[src/rtl/chip_test_sequencer.sv]
// chip_test_sequencer: launches one chip tester, owns its Run/Done/RSLT/DISP handshake,
// drives the socket mux select, applies a WAIT timeout and latches the pass/fail verdict.
module chip_test_sequencer #(
    parameter int N_CHIPS = 8,
    parameter int SEL_W   = 3,
    parameter int TIMEOUT = 1023
) (
    input  logic               Clk,
    input  logic               Reset,
    input  logic               Start,
    input  logic [SEL_W-1:0]   Chip_Sel,
    input  logic [N_CHIPS-1:0] Done_i,
    input  logic [N_CHIPS-1:0] RSLT_i,
    output logic [N_CHIPS-1:0] Run_o,
    output logic [N_CHIPS-1:0] Disp_o,
    output logic [SEL_W-1:0]   Mux_Sel,
    output logic               Busy,
    output logic               Pass,
    output logic               Fail,
    output logic               Timeout,
    output logic               Bad_Sel
);
    localparam int CW = $clog2(TIMEOUT + 1);
    localparam logic [CW-1:0] TMAX = CW'(TIMEOUT);
    localparam logic [2:0] IDLE = 3'd0, LAUNCH = 3'd1, WAIT = 3'd2, SETTLE = 3'd3,
                           RELEASE = 3'd4, SHOW = 3'd5;

    logic [2:0]         state;
    logic [SEL_W-1:0]   sel;
    logic               start_q;
    logic [CW-1:0]      cnt;
    logic [CW-1:0]      cnt_n;
    logic [N_CHIPS-1:0] hot;
    logic               rise, done_sel, rslt_sel, bad;

    // an out-of-range sel gives an all-zero mask, so nothing is ever driven for it
    assign hot      = N_CHIPS'(1) << sel;
    assign rise     = Start & ~start_q;
    assign done_sel = |(Done_i & hot);
    assign rslt_sel = |(RSLT_i & hot);
    assign bad      = 32'(Chip_Sel) >= 32'(N_CHIPS);
    assign cnt_n    = (cnt == TMAX) ? cnt : cnt + 1'b1;
    assign Run_o    = (state == LAUNCH) ? hot : '0;
    assign Disp_o   = (state == RELEASE) ? hot : '0;
    assign Busy     = (state >= LAUNCH) && (state <= RELEASE);
    assign Mux_Sel  = sel;

    always_ff @(posedge Clk) begin
        if (!Reset) begin
            state   <= IDLE;
            sel     <= '0;
            start_q <= 1'b0;
            cnt     <= '0;
            Pass    <= 1'b0;
            Fail    <= 1'b0;
            Timeout <= 1'b0;
            Bad_Sel <= 1'b0;
        end else begin
            start_q <= Start;
            case (state)
                IDLE, SHOW: if (rise) begin
                    sel     <= Chip_Sel;
                    Pass    <= 1'b0;
                    Timeout <= 1'b0;
                    Fail    <= bad;
                    Bad_Sel <= bad;
                    state   <= bad ? SHOW : LAUNCH;
                end
                LAUNCH: begin
                    cnt   <= '0;
                    state <= WAIT;
                end
                WAIT: begin
                    cnt <= cnt_n;
                    // Done takes priority over a timeout on the same edge
                    if (done_sel) state <= SETTLE;
                    else if (cnt_n == TMAX) begin
                        Fail    <= 1'b1;
                        Timeout <= 1'b1;
                        state   <= RELEASE;
                    end
                end
                SETTLE: begin
                    Pass  <= rslt_sel;
                    Fail  <= ~rslt_sel;
                    state <= RELEASE;
                end
                RELEASE: state <= SHOW;
                default: state <= IDLE;
            endcase
        end
    end
endmodule

[config.mk]
export PLATFORM = sky130hd
export DESIGN_NAME = chip_test_sequencer
export DESIGN_NICKNAME = d
export VERILOG_FILES = /design/src/rtl/chip_test_sequencer.sv
export SDC_FILE = /design/constraint.sdc
export NUM_CORES = 1
export LEC_CHECK = 0
export ABC_CLOCK_PERIOD_IN_PS = 1900
export BUFFER_PORTS_ARGS = -buffer_cell sky130_fd_sc_hd__buf_2
export CELL_PAD_IN_SITES_DETAIL_PLACEMENT = 1
export CELL_PAD_IN_SITES_GLOBAL_PLACEMENT = 1
export CORE_MARGIN = 2
export CORE_UTILIZATION = 33
export CTS_CLUSTER_DIAMETER = 120
export CTS_CLUSTER_SIZE = 10
export DETAILED_ROUTE_END_ITERATION = 16
export GPL_ROUTABILITY_DRIVEN = 0
export PLACE_DENSITY_LB_ADDON = 0.08
export SYNTH_ARGS = -nofsm -noshare
export SYNTH_HDL_FRONTEND = slang
export SYNTH_SLANG_ARGS = --single-unit
[constraint.sdc]
create_clock -name Clk -period 1.9 [get_ports Clk]
set_clock_uncertainty 0.05 [all_clocks]
set_input_delay 0 -clock Clk [delete_from_list [all_inputs] [get_ports Clk]]
set_output_delay 0 -clock Clk [all_outputs]
set_load 0.05 [all_outputs]
==> results.py <==
metrics = {
    "outcome": {
        "status": "completed",
    },
    "timing": {
        "finalSetupViolCount": 0,
        "finalWorstSetupSlack_ns": 0.130,
        "fin_crit_ns": 1.77,
        "period_share": 0.932,
        "drv_slew": 0,
        "hold_viol_final": 0,
        "whs_ns": 0.00880,
        "max_freq_mhz": 565,
        "tightest_slew_ns": 0.485,
        "rsz0062_at_grt": "false",
        "slew_headroom": 0.673,
    },
    "run": {
        "drv_cap": 0,
    },
    "layout": {
        "final_core_util": 0.451,
        "antennaDiodeCount": 0,
        "drive_gt1_frac": 0.381,
        "area_growth_pct": 31.6,
        "fillers": 571,
        "finalNetCount": 269,
    },
    "clock_tree": {
        "numCtsBuffers": 3,
        "cts.clk_slew.worst_paths_ns": 0.08,
        "htreeDepth": 1,
        "clk_path_buf_depth": 2,
        "clock_latency_ns": 0.26,
        "clock-sinks": 20,
        "cts_tree": "done",
        "ctsRootBufferMaster": "clkbuf_8",
    },
    "floorplan": {
        "pin_count": 46,
        "initial_utilization": 0.343,
        "fp.dieArea_mm2": 0.00511,
        "num_rows": 24,
        "die_h_um": 71.5,
        "core_mm2": 0.00438,
        "dieWidth_um": 71.5,
    },
    "placement": {
        "dp_hpwl_mm": 3.62,
        "pre_cts_ws_ns": 0.107,
        "io_buffers": 44,
    },
    "synthesis": {
        "ys_seq_area_frac": 0.266,
        "ys_seq_elements": 20,
        "avgSynthCellArea_um2": 8.04,
        "ys_async_sr_fraction": 0,
        "syn-num-nets": 210,
        "synthTopCellsByArea": "dfxtp_1 (27%), mux2i_1 (6.7%), nor2_1 (6.2%), nand2_1 (4.5%), o21ai_0 (2.7%)",
        "syn-instance-count": 187,
        "yosys_warnings": 0,
        "netlist_area_mm2": 0.00150,
        "synth-edff-count": 0,
        "netlist.area_leader.share": 0.266,
        "ys_types": 56,
        "synth_top_cell_by_area": "dfxtp_1",
        "synth-main-ff-cell": "dfxtp_1",
    },
    "detailed_routing": {
        "via_per_inst": 5.51,
        "wirelength_mm": 4.61,
        "vias": 1630,
        "antenna_left": 0,
        "drt_iter0_markers": 55,
        "wl_per_cell_um": 15.6,
        "drcViolationCount": 0,
        "drt-pass1-iter-count": 4,
    },
    "worst_hold_path": {
        "hold_class": "in -> reg",
    },
    "worst_setup_path": {
        "worst_ep_required_time_ns": 1.98,
        "r2r_slack_ns": 0.13,
        "cp.arrival_ns": 1.85,
        "cp-start-kind": "flop",
        "critPathCaptureType": "flop",
        "critPathMaxFanout": 6,
        "crit_type": "reg -> reg",
    },
    "power": {
        "p_leak_nw": 0.855,
        "vdd_drop_max_v": 0.000243,
        "power_w": 0.00130,
        "p_per_area_mw_per_mm2": 658,
    },
    "global_route": {
        "grt_pass1_vias": 1656,
        "grt_use_total": 0.187,
        "grt_max_degree": 17,
        "grt_pass1_wl_mm": 7.90,
        "grt.overflow.total": 0,
        "antenna_found_initial": 0,
    },
}
==> final timing paths <==
| check | from | to | depth (start not counted) |
|---|---|---|---|
| setup / recovery | cnt[0] | state[1] | 6 |
| hold reg to reg | cnt[6] | cnt[6] | 1 |
| setup reg to reg | cnt[0] | state[1] | 6 |
| hold / removal | Reset | state[1] | 3 |
==> sequential cells by signal (all words and copies together) (netlist names) <==
| name | flops |
|---|---|
| Fail | 1 |
| Mux_Sel | 3 |
| Pass | 1 |
| Timeout | 1 |
| cnt | 10 |
| start_q | 1 |
| state | 3 |
==> routing by layer <==
metal  global-route usage  vias to the layer above  part of all wire
li1                     -                      806                 -
met3               0.0267                        2             0.045
met1                0.225                      786              0.44
met4               0.0252                        0            0.0028
met2                0.356                       36              0.52
met5                    0                        -                 0
==> critical path, stage by stage (launching register included) <==
cell,delay (ns)
dfxtp_2,0.36
buf_4,0.15
and2_2,0.20
a41oi_1,0.17
a21o_1,0.23
nor4_4,0.36
a31oi_1,0.13
==> power by group <==
group	leakage (nW)	switching, W	internal [W]
clock	0.0216	0.000138	0.000141
sequential	0.167	0.0000625	0.000450
combinational	0.666	0.000314	0.000196
==> timing repair <==
item | 4_1_cts | 5_1_grt
buffers inserted | 0 | 1
endpoints found under the hold margin | 4 | 0
pin swaps | 0 | 3
resized for setup | 1 | 13
setup endpoints to repair | 4 | 7
hold buffers | 4 | 0
==> kinds of logic (layout without fill, tap and decap cells) <==
kind of cell | Yosys count | after routing | share of synthesized area
AOI/OAI and AO/OA | 48 | 48 | 0.246
xor gates and xnor gates | 2 | 2 | 0.0117
adders and majority gates | 1 | 1 | 0.00833
buffers and inverters | 20 | 77 | 0.0716
DFF | 20 | 20 | 0.266
muxes | 12 | 12 | 0.0891
other | 1 | 1 | 0.00250
and+or+nand+nor | 83 | 83 | 0.305
==> stage by stage <==
step / std cells / setup TNS (ns) / instance area [um^2]
2_1_floorplan: 187 / -0.288 / 1530
3_3_place_gp: 288 / 0 / 1860
3_5_place_dp: 288 / 0 / 1860
4_1_cts: 295 / 0 / 1940
5_1_grt: 296 / 0 / 1980
6_report: 296 / 0 / 1980
==> cell type report <==
class,count,area [um^2],area share
repair buffers,66,400,0.202
flip-flops and latches,20,413,0.209
multi-input cells,147,1030,0.520
well taps,52,65.1,0.0329
inverters,8,30.0,0.0152
clock buffers,3,41.3,0.0209
==> cells in the final DEF (no fill, tap or decap), types with 2 or more instances in the layout <==
cell,instances
dfxtp_1,10
nor3_2,5
nor2_1,25
buf_4,18
o21ai_1,2
inv_1,8
and2_1,2
clkbuf_8,3
o21a_1,4
dlygate4sd3_1,4
nor2b_1,2
clkbuf_4,2
xnor2_1,2
a211oi_1,4
a41oi_1,4
a31oi_1,3
nor3b_1,2
a22oi_1,2
nor3_1,2
nand2b_1,4
o311a_1,2
nand2_1,18
o21ai_0,7
and4_4,2
a21oi_1,4
nand3_1,3
buf_2,42
nand4_1,3
a311oi_1,2
mux2i_1,10
dfxtp_2,10
nand3b_1,3
and3_1,4
==> synthesized netlist by cell type (all sizes together) (2+ instances only) <==
library cell,count
dfxtp,20
nand2b,4
nand3,4
clkbuf,3
a31o,2
and3,4
nand2,18
nor2,25
nor3b,2
nor4,2
nor2b,2
nand3b,3
a22oi,2
a31oi,4
buf,9
and2,4
nor3,7
inv,8
xnor2,2
mux2i,10
a41oi,4
a211oi,4
o311a,2
a311oi,2
o21ai,9
a21oi,4
and4,2
o21a,4
nand4,4
(Power assumes the default switching activity.)
